$ cat src/rtl/switch_debounce_filter.sv
// Per-channel switch debouncer: two-flop synchronizer, stable-count filter,
// registered level, rise/fall pulses and a press-toggle level.
module switch_debounce_filter #(
  parameter int unsigned NUM_SW         = 4,
  parameter int unsigned DEBOUNCE_LIMIT = 250000
) (
  input  logic              i_Clk,
  input  logic              i_Rst_L,
  input  logic [NUM_SW-1:0] i_Switch,
  output logic [NUM_SW-1:0] o_Switch,
  output logic [NUM_SW-1:0] o_Rise,
  output logic [NUM_SW-1:0] o_Fall,
  output logic [NUM_SW-1:0] o_Toggle
);

  localparam int unsigned        CNT_W    = $clog2(DEBOUNCE_LIMIT);
  localparam logic [CNT_W-1:0]   LIMIT_M1 = CNT_W'(DEBOUNCE_LIMIT - 1);

  logic [NUM_SW-1:0] meta;
  logic [NUM_SW-1:0] sync;

  // Two-flop synchronizer; only sync is used downstream.
  always_ff @(posedge i_Clk or negedge i_Rst_L) begin
    if (!i_Rst_L) begin
      meta <= '0;
      sync <= '0;
    end else begin
      meta <= i_Switch;
      sync <= meta;
    end
  end

  for (genvar g = 0; g < NUM_SW; g++) begin : g_chan
    logic [CNT_W-1:0] cnt;
    logic             stable;
    logic             rise;
    logic             fall;
    logic             tog;
    logic             differ_c;
    logic             done_c;

    assign differ_c = sync[g] ^ stable;
    assign done_c   = differ_c && (cnt == LIMIT_M1);

    // Counter saturates at the accept point and clears whenever sync
    // agrees with the stable level, so it can never wrap.
    always_ff @(posedge i_Clk or negedge i_Rst_L) begin
      if (!i_Rst_L) begin
        cnt    <= '0;
        stable <= 1'b0;
        rise   <= 1'b0;
        fall   <= 1'b0;
        tog    <= 1'b0;
      end else begin
        rise <= done_c & sync[g];
        fall <= done_c & ~sync[g];
        if (!differ_c) begin
          cnt <= '0;
        end else if (done_c) begin
          cnt    <= '0;
          stable <= sync[g];
          if (sync[g]) begin
            tog <= ~tog;
          end
        end else begin
          cnt <= cnt + CNT_W'(1);
        end
      end
    end

    assign o_Switch[g] = stable;
    assign o_Rise[g]   = rise;
    assign o_Fall[g]   = fall;
    assign o_Toggle[g] = tog;
  end

endmodule

$ cat config.mk
export PLATFORM = sky130hd
export DESIGN_NAME = switch_debounce_filter
export DESIGN_NICKNAME = d
export VERILOG_FILES = /design/src/rtl/switch_debounce_filter.sv
export SDC_FILE = /design/constraint.sdc
export NUM_CORES = 1
export LEC_CHECK = 0
export CAP_MARGIN = 20
export CORE_AREA = 2 2 78 155
export DETAILED_ROUTE_END_ITERATION = 16
export DIE_AREA = 0 0 80 157
export PLACE_DENSITY = 0.54
export SLEW_MARGIN = 10
export SYNTH_ARGS = -nofsm -noshare
export SYNTH_HDL_FRONTEND = slang
export SYNTH_SLANG_ARGS = --single-unit
$ cat constraint.sdc
create_clock -name i_Clk -period 2.9 [get_ports i_Clk]
set_input_delay 0.87 -clock i_Clk [delete_from_list [all_inputs] [get_ports i_Clk]]
set_output_delay 0.87 -clock i_Clk [all_outputs]
set_load 0.005 [all_outputs]
**Yosys cells after proc, flatten, opt, wreduce, memory -nomap -nowiden**

Index checks and enable logic that the tools add are counted.

- Flip-flop bits (word level): 96
- Latch bits: 0
- Bits in writable memories: 0
- Memory bits (read-only): 0
- Input port bits: 6
- Output and inout bits: 16
- Logic and storage cells: 70
- Memories kept: 0

- Add/sub/neg operators: 4
- $mul: 0
- Divide/modulo/power cells: 0
- Order comparisons: 0
- Equality and inequality tests: 4
- Shift-type cells: 0
- Muxes and demuxes: 8
- Bitwise gates (word level): 20
- Reductions and logical operators: 12

Operators with widths:

| operator | number |
|---|---|
| $mux 18 | 8 |
| $add 18x1->18 const B | 4 |
| $eq 18x18->1 const B | 4 |
| $reduce_and 3->1 | 4 |
| $and 1x1->1 | 8 |
| $not 1->1 | 8 |
| $reduce_and 2->1 | 4 |
| $logic_and 1x1->1 | 4 |
| $xor 1x1->1 | 4 |

**Logic depth before layout (Yosys ltp)**

Gate-level depths: netlist of the first run.

- Word-level depth: 4
- Depth in mapped cells: 8
- Gate-level depth less buffers: 6

**Worst setup path after synthesis of the first run**

OpenSTA, ideal clock, no wires.

- Kind: flip-flop to flip-flop
- From: reg sync[0]
- To: reg g_chan[0].cnt[9]
- Data arrival time: 1930 ps
- Data required time: 2782 ps
- Slack: 851 ps
- Cell stages (with the launch flop): 8
- Buffers on the path: 2
- Period minus slack after synthesis: 2049 ps
- Cell sequence: dfrtp_1 -> ha_1 -> or4_1 -> nor4_2 -> a21o_1 -> buf_4 -> buf_6 -> nor2_1

- Longest elaborated chain between the ends: 4

Ends and longest elaborated chain:

| item | line | text |
|---|---|---|
| start, declared | 20 | `logic [NUM_SW-1:0] sync;` |
| start signal, assigned | 29 | `sync <= meta;` |
| $xor 1x1->1 (*) | 42 | `assign differ_c = sync[g] ^ stable;` |
| $logic_and 1x1->1 | 43 | `assign done_c = differ_c && (cnt == LIMIT_M1);` |
| $mux 18 | 59 | `end else if (done_c) begin` |
| $mux 18 (*) | 57 | `if (!differ_c) begin` |
| end signal, assigned | 66 | `cnt <= cnt + CNT_W'(1);` |
| end, declared | 34 | `logic [CNT_W-1:0] cnt;` |

Every way passes the cells marked *; elsewhere a longest branch is shown, timed or not.
A chain may end at the register's enable or synchronous reset.

**Final worst setup path of the first run**

- From: reg sync[0]
- To: reg g_chan[0].cnt[3]

Same word-level chain as after synthesis.

==> results.json, run 1 <==
{
  "gr-total-overflow": 0,
  "status": "finished, final reports clean",
  "globalRouteTotalUtil_pct": 15.8,
  "maxCapViolations": 0,
  "drive_gt1_share_pct": 5.68,
  "numCtsBuffers": 9,
  "final_cell_mix": "dfrtp_1 (96), nor2_1 (82), xnor2_1 (38), nand3_1 (27), nand2_1 (25)",
  "routed_wl_um": 9130,
  "crit_path_end_kind": "flop",
  "syn_avg_cell_area_um2": 10.1,
  "crit_slowest_cell": "or4_1",
  "p_total_mw": 2.57,
  "die_area_um2": 12600,
  "rows": 55,
  "tns_ns": 0,
  "fillers": 1125,
  "ys_seq_elements": 96,
  "gp_routability_congestion": 0.811,
  "areaGrowthSynthToFinish_pct": 10.7,
  "multi_input_area_um2": 2030,
  "clockBufferDepth": 2,
  "setup_ws_ns": 0.552,
  "setup_viol_count_final": 0,
  "final_antenna_net_count": 0,
  "yosys_warnings": 0,
  "portBuffers": 21,
  "antenna_cells": 0,
  "clk_pin_slew_ns": 0.07,
  "p_per_area_nw_per_um2": 496,
  "post_cts_resized": 0,
  "start_kind": "flop",
  "cp.arrival_ns": 2.55,
  "path_buf_inv": 0,
  "crit_type": "reg2reg",
  "die_y_um": 157,
  "synth_cell_types": 41,
  "synth_area_um2": 4690,
  "path_cells": "ha_1, or4_1, nor4_2, a21o_1, nor2_1",
  "grt_pass1_vias": 3357,
  "place_hpwl_um": 6550,
  "clk_latency_ns": 0.34,
  "synthCells": 463,
  "core_area_um2": 11300,
  "placed_cell_area_um2": 4910,
  "min_path_type": "reg2reg",
  "final_common_cell": "dfrtp_1",
  "yosysSeqAreaShare_pct": 51.3,
  "skew_ns": 0.00873,
  "finalNonFillerCells": 617,
  "required_ns": 3.10,
  "tritoncts": "yes",
  "viasPerCell": 5.30,
  "ir_drop_mv": 0.303,
  "period_share_pct": 81.0,
  "leakagePower_nw": 2.12,
  "whs_ns": 0.350,
  "drt_first_iter_violations": 141,
  "grt_max_degree": 44,
  "antenna_found_initial": 0,
  "grt_pass1_wl_um": 15700,
  "min_period_ns": 2.35,
  "initial_utilization_pct": 41.5,
  "clock_sinks": 96,
  "hold_buffers": 0,
  "boundaryPins": 22,
  "design_area_um2": 5190,
  "dp_slack_ns": 0.540,
  "cts_max_level": 3,
  "crit_family": "simple AND/OR/NAND/NOR gates",
  "dp.cells": 601,
  "syn_nets": 477,
  "grt_setup_unrepaired": "no",
  "fmax_mhz": 426,
  "fin_util_pct": 46.0,
  "cts-root-buf": "clkbuf_16",
  "worstMarginPinSlew_ns": 0.721,
  "post-cts-setup-buffers": 0,
  "drv_slew": 0,
  "drtPass1Iterations": 5,
  "wire_per_inst_um": 14.8,
  "slew_headroom_pct": 51.3,
  "timing_hold_violations_final": 0,
  "nets": 484,
  "worstPathMaxFanout": 17,
  "die_w_um": 80,
  "final-seq-area_um2": 2400,
  "critPathMaxStageDelay_ns": 0.53,
  "vias": 3270,
  "post-route-drc-count": 0
}
==> worst register-to-register path: stages, from the launching register on <==
cell     delay, ns
dfrtp_1       0.40
ha_1          0.34
or4_1         0.53
nor4_2        0.30
a21o_1        0.51
nor2_1        0.12
==> path summary, 6_finish.rpt <==
path                          from  slack, ns           endpoint  cells past startpoint
max                        sync[0]       0.55   g_chan[0].cnt[3]                      5
min                        meta[0]       0.35            sync[0]                      0
max reg2reg                sync[0]       0.55   g_chan[0].cnt[3]                      5
min reg2reg                meta[0]       0.35            sync[0]                      0
max in group asynchronous  i_Rst_L       1.75   g_chan[1].cnt[9]                      2
min in group asynchronous  i_Rst_L       0.52  g_chan[1].cnt[15]                      1
==> final cells by class <==
class / instances / area share [%]
well taps: 142 / 3.42
repair buffers: 24 / 4.68
flip-flops and latches: 96 / 46.3
clock inverters: 4 / 0.579
multi-input cells: 323 / 39.1
inverters: 16 / 1.16
clock buffers: 12 / 4.75
==> registers in the layout, summed over array words and instances (netlist names) <==
name	cells
g_chan.tog	4
g_chan.cnt	72
meta	4
g_chan.fall	4
sync	4
g_chan.rise	4
g_chan.stable	4
==> metal layers <==
metal / GRT usage, % / routed length (um) / vias to the layer above
met3: 2.87 / 272 / 14
met4: 6.21 / 175 / 0
li1: - / - / 1608
met1: 16.6 / 3610 / 1601
met5: 0 / 0 / -
met2: 30.2 / 5070 / 47
==> report_power, final <==
| part | switching [mW] | internal (mW) |
|---|---|---|
| Sequential | 0.0187 | 1.36 |
| Combinational | 0.0593 | 0.0288 |
| Clock | 0.503 | 0.607 |
| Total | 0.581 | 1.99 |
==> synthesized netlist by cell type <==
cell type,n,share of area [%]
buf_4,18,2.9
and4_1,9,1.7
nand3b_1,2,0.32
dfrtp_1,96,51
nor2b_1,1,0.13
o41ai_1,1,0.19
nor4b_1,3,0.56
o21ai_0,4,0.43
and3_1,6,0.80
nand4_1,22,2.9
clkbuf_2,1,0.11
o21bai_1,2,0.32
clkbuf_1,2,0.16
or4_4,1,0.24
o21bai_2,1,0.24
nor3_1,10,1.1
or3_1,5,0.67
mux2_2,1,0.24
buf_2,5,0.53
nand4_2,1,0.27
nand4_4,1,0.45
mux2i_1,1,0.21
inv_1,16,1.3
xor2_1,24,4.5
a21o_1,2,0.32
ha_1,8,2.1
or2_2,1,0.13
nand4b_1,3,0.56
or4_1,6,0.96
buf_6,2,0.48
xnor2_1,38,7.1
and2_1,1,0.13
or4b_1,3,0.64
nand2_1,25,2.0
a21oi_1,6,0.64
nor4_2,2,0.53
nor2_1,82,6.6
nor4_1,20,2.7
nand3_1,27,2.9
and4bb_2,1,0.27
o31ai_1,3,0.48
==> cell families after synthesis <==
group | share of synthesized area (%)
compound gates | 2.62
buf+inv | 5.45
mux | 0.454
xor+xnor | 11.6
fa+ha+maj | 2.14
flops | 51.3
simple gates | 26.5
Power figures use the tool's default switching activity.
==> run 2: changes to the inputs <==
Clock period 2.9 ns to 2.2 ns, I/O delays scaled along.
==> run 2 against run 1 <==
Compared with the run above:
- non-clock buffer count rose by 12
- clock power is 60% higher
- via count is 1.3% higher
- highest routed layer unchanged
==> results.json, run 2 (synthesized netlist as in run 1, its figures left out) <==
{
  "clockBufferDepth": 2,
  "numCtsBuffers": 9,
  "wire_per_inst_um": 14.5,
  "hold_buffers": 0,
  "drive_gt1_share_pct": 8.42,
  "clock_sinks": 96,
  "p_total_mw": 3.73,
  "final_antenna_net_count": 0,
  "cts-root-buf": "clkbuf_16",
  "initial_utilization_pct": 41.5,
  "final_cell_mix": "dfrtp_1 (96), nor2_1 (82), xnor2_1 (38), nand3_1 (27), nand2_1 (25)",
  "drt_first_iter_violations": 152,
  "post-cts-setup-buffers": 0,
  "worstReg2RegStart": "sync[0]",
  "slew_headroom_pct": 66.2,
  "cts_max_level": 3,
  "rows": 55,
  "drtPass1Iterations": 4,
  "status": "finished, final reports clean",
  "path_cells": "ha_1, or4_1, nor4_2, a21o_1, buf_12, nor2_1",
  "boundaryPins": 22,
  "setup_viol_count_final": 0,
  "gp_routability_congestion": 0.823,
  "die_y_um": 157,
  "path_buf_inv": 1,
  "post_cts_resized": 0,
  "grt_pass1_vias": 3460,
  "nets": 496,
  "place_hpwl_um": 6630,
  "start_kind": "flop",
  "crit_slowest_cell": "or4_1",
  "drv_slew": 0,
  "antenna_found_initial": 0,
  "vias": 3313,
  "tns_ns": 0,
  "gr-total-overflow": 0,
  "fmax_mhz": 487,
  "largest_reg_flops": 72,
  "crit_path_end_kind": "flop",
  "final_common_cell": "dfrtp_1",
  "antenna_cells": 0,
  "regMostFlops": "g_chan.cnt",
  "min_path_type": "in2async",
  "crit_family": "simple AND/OR/NAND/NOR gates",
  "leakagePower_nw": 2.24,
  "maxCapViolations": 0,
  "p_per_area_nw_per_um2": 692,
  "routed_wl_um": 9150,
  "crit_start": "sync[0]",
  "crit_type": "reg2reg",
  "min_period_ns": 2.05,
  "areaGrowthSynthToFinish_pct": 15.1,
  "die_w_um": 80,
  "grt_setup_unrepaired": "no",
  "die_area_um2": 12600,
  "timing_hold_violations_final": 0,
  "period_share_pct": 93.4,
  "cp.arrival_ns": 2.29,
  "clk_pin_slew_ns": 0.07,
  "post-route-drc-count": 0,
  "globalRouteTotalUtil_pct": 16.2,
  "grt_pass1_wl_um": 16000,
  "skew_ns": 0.00812,
  "clk_latency_ns": 0.34,
  "required_ns": 2.43,
  "multi_input_area_um2": 2030,
  "fillers": 1096,
  "worstPathMaxFanout": 17,
  "tritoncts": "yes",
  "ir_drop_mv": 0.643,
  "grt_max_degree": 62,
  "portBuffers": 21,
  "final-seq-area_um2": 2400,
  "worstMarginPinSlew_ns": 0.500,
  "viasPerCell": 5.27,
  "critPathMaxStageDelay_ns": 0.52,
  "core_area_um2": 11300
}
[run 2: final timing paths]
kind | to | slack (ns) | depth (start not counted)
worst min register to register | sync[3] | 0.35 | 0
worst max register to register | g_chan[0].cnt[11] | 0.15 | 6
worst min-delay path | g_chan[1].cnt[15] | 0.28 | 2
worst max-delay path | g_chan[0].cnt[11] | 0.15 | 6
min in group i_Clk | sync[3] | 0.35 | 0
max in group asynchronous | meta[2] | 1.60 | 2
[run 2: final cells by class]
type / count / area share, %
clock inverters: 7 / 2.18
inverters: 16 / 1.11
repair buffers: 36 / 7.10
flip-flops and latches: 96 / 44.5
well taps: 142 / 3.29
multi-input cells: 323 / 37.6
clock buffers: 9 / 4.18
[run 2: stage by stage]
stage / setup slack (ns) / std cells / utilization, % / cell area (um^2) / hold WS [ns]
floorplan: 0.151 / 463 / - / 4690 / 0.331
global placement: 0.156 / 613 / 44.8 / 5050 / 0.348
detailed placement: 0.147 / 613 / 44.8 / 5050 / 0.337
CTS: 0.142 / 629 / 47.8 / 5390 / 0.288
global route: 0.0571 / 629 / 47.8 / 5390 / 0.291
finish: 0.146 / 629 / 47.8 / 5390 / 0.280
[run 2: routing by layer]
metal | part of all wire (%) | vias to the layer above | global-route usage, %
met2 | 55 | 58 | 29.6
met4 | 3.0 | 0 | 7.59
met1 | 39 | 1605 | 17.3
met3 | 3.2 | 16 | 3.38
met5 | 0 | - | 0
li1 | - | 1634 | -
[run 2: power breakdown]
part           internal (mW)  leakage (nW)  switching (mW)
combinational         0.0544         0.754          0.0817
sequential              1.79          1.31          0.0246
clock                   1.11         0.170           0.669
==> run 3: changes to the inputs <==
Settings changed: DONT_BUFFER_PORTS from default to 1, PLACE_DENSITY 0.54 to 0.51.
==> run 3 against run 2 <==
Compared with the run above:
- sequential power is essentially flat
- final cell count is 3.3% lower
- routed wire length is 4.4% higher
- maximum frequency decreased by 0.23%
- via count grew 0.12%
- critical path depth rose by 1
- worst setup slack got worse by 0.0047 ns
- largest cell class unchanged
- clock power fell by 3%
- cell area fell by 4.0%
- die area stayed put
==> results.json, run 3 (synthesized netlist as in run 1, its figures left out) <==
{
  "clockBufferDepth": 2,
  "drv_slew": 0,
  "cts_max_level": 3,
  "grt_pass1_wl_um": 16600,
  "required_ns": 2.42,
  "dp.cells": 588,
  "drive_gt1_share_pct": 8.15,
  "path_cells": "inv_1, ha_1, or4b_1, nor4_4, a21o_1, buf_4, a21oi_1",
  "period_share_pct": 93.6,
  "worstPathMaxFanout": 10,
  "r2r_slack_ns": 0.14,
  "worstReg2RegStart": "g_chan[3].stable",
  "ff2ff_path_depth": 7,
  "grt_max_degree": 56,
  "gp_routability_congestion": 0.858,
  "clock_sinks": 96,
  "vias": 3317,
  "crit_start": "g_chan[3].stable",
  "final_common_cell": "dfrtp_1",
  "antenna_cells": 0,
  "crit_type": "reg2reg",
  "slew_headroom_pct": 62.1,
  "min_path_type": "in2async",
  "p_total_mw": 3.67,
  "fin_util_pct": 45.9,
  "setup_viol_count_final": 0,
  "boundaryPins": 22,
  "tns_ns": 0,
  "rows": 55,
  "gr-total-overflow": 0,
  "worstMarginPinSlew_ns": 0.566,
  "largest_reg_flops": 72,
  "routed_wl_um": 9550,
  "die_w_um": 80,
  "clk_pin_slew_ns": 0.07,
  "drt_first_iter_violations": 118,
  "areaGrowthSynthToFinish_pct": 10.5,
  "die_y_um": 157,
  "regMostFlops": "g_chan.cnt",
  "antenna_found_initial": 0,
  "final_antenna_net_count": 0,
  "post-route-drc-count": 0,
  "viasPerCell": 5.46,
  "final_cell_mix": "dfrtp_1 (96), nor2_1 (82), xnor2_1 (38), nand3_1 (27), nand2_1 (25)",
  "timing_hold_violations_final": 0,
  "cp.arrival_ns": 2.27,
  "tritoncts": "yes",
  "place_hpwl_um": 6600,
  "critPathMaxStageDelay_ns": 0.58,
  "maxCapViolations": 0,
  "min_period_ns": 2.06,
  "clk_latency_ns": 0.35,
  "endpoint": "g_chan[3].cnt[17]",
  "die_area_um2": 12600,
  "r2r-end": "g_chan[3].cnt[17]",
  "drtPass1Iterations": 4,
  "design_area_um2": 5180,
  "ir_drop_mv": 0.432,
  "grt_pass1_vias": 3435,
  "crit_path_end_kind": "flop",
  "fmax_mhz": 486,
  "crit_slowest_cell": "or4b_1",
  "core_area_um2": 11300,
  "numCtsBuffers": 9,
  "wire_per_inst_um": 15.7,
  "skew_ns": 0.00929,
  "finalNonFillerCells": 608,
  "cts-root-buf": "clkbuf_16",
  "nets": 475,
  "portBuffers": 0,
  "start_kind": "flop",
  "globalRouteTotalUtil_pct": 16.9,
  "p_per_area_nw_per_um2": 708,
  "grt_setup_unrepaired": "no",
  "initial_utilization_pct": 41.5,
  "placed_cell_area_um2": 4780,
  "status": "finished, final reports clean",
  "leakagePower_nw": 2.16
}
[run 3: cell count changes in the layout (fill, tap and decap cells not counted), moves of 2 or more]
| cell | change |
|---|---|
| clkdlybuf4s50_1 | -20 |
| buf_12 | -2 |
| buf_4 | -2 |
| dlygate4sd3_1 | +2 |
[run 3: area by class of cell]
type	instances	area, um^2
Clock buffer	9	225
Clock inverter	7	101
Fill cell	1105	6110
Inverter	16	60.1
Multi-Input combinational cell	323	2040
Sequential cell	96	2400
Tap cell	142	178
Timing Repair Buffer	15	175
[run 3: worst min path at each step]
stage,end,depth (start not counted),slack (ns),start
floorplan,sync[0],0,0.33,meta[0]
global placement,sync[3],0,0.33,meta[3]
detailed placement,sync[3],0,0.34,meta[3]
CTS,g_chan[1].cnt[4],1,0.12,i_Rst_L
global route,g_chan[1].cnt[3],1,0.13,i_Rst_L
finish,g_chan[1].cnt[4],1,0.13,i_Rst_L
[run 3: timing repair]
| item | in CTS | in global routing |
|---|---|---|
| hold endpoints to repair | 55 | 0 |
| setup buffers | 0 | 0 |
| endpoints found under the setup margin | 0 | 4 |
| hold buffers | 4 | 0 |
| gates resized for setup | 0 | 1 |
[run 3: routing by layer]
metal,global-route usage [%],up-vias,routed length [um]
li1,-,1594,-
met1,18.0,1652,3710
met2,30.5,50,5180
met3,4.13,21,303
met4,7.75,0,357
met5,0,-,0
[run 3: power by group]
| group | internal (mW) | switching (mW) |
|---|---|---|
| Combinational | 0.0480 | 0.0828 |
| Sequential | 1.79 | 0.0249 |
| Clock | 1.01 | 0.712 |
[run 3: worst max-delay path, delay by kind of cell, from the launching register on]
family,cells,cell delay [ns]
compound gates,2,0.23
flops,1,0.39
buf+inv,2,0.24
simple gates,2,0.75
fa+ha+maj,1,0.31
[run 3: per-stage QoR]
stage / hold slack, ns / setup WS (ns)
after global routing: 0.126 / 0.0246
after CTS: 0.124 / 0.132
after floorplan: 0.331 / 0.151
after detailed placement: 0.336 / 0.147
after global placement: 0.333 / 0.188
final: 0.129 / 0.141
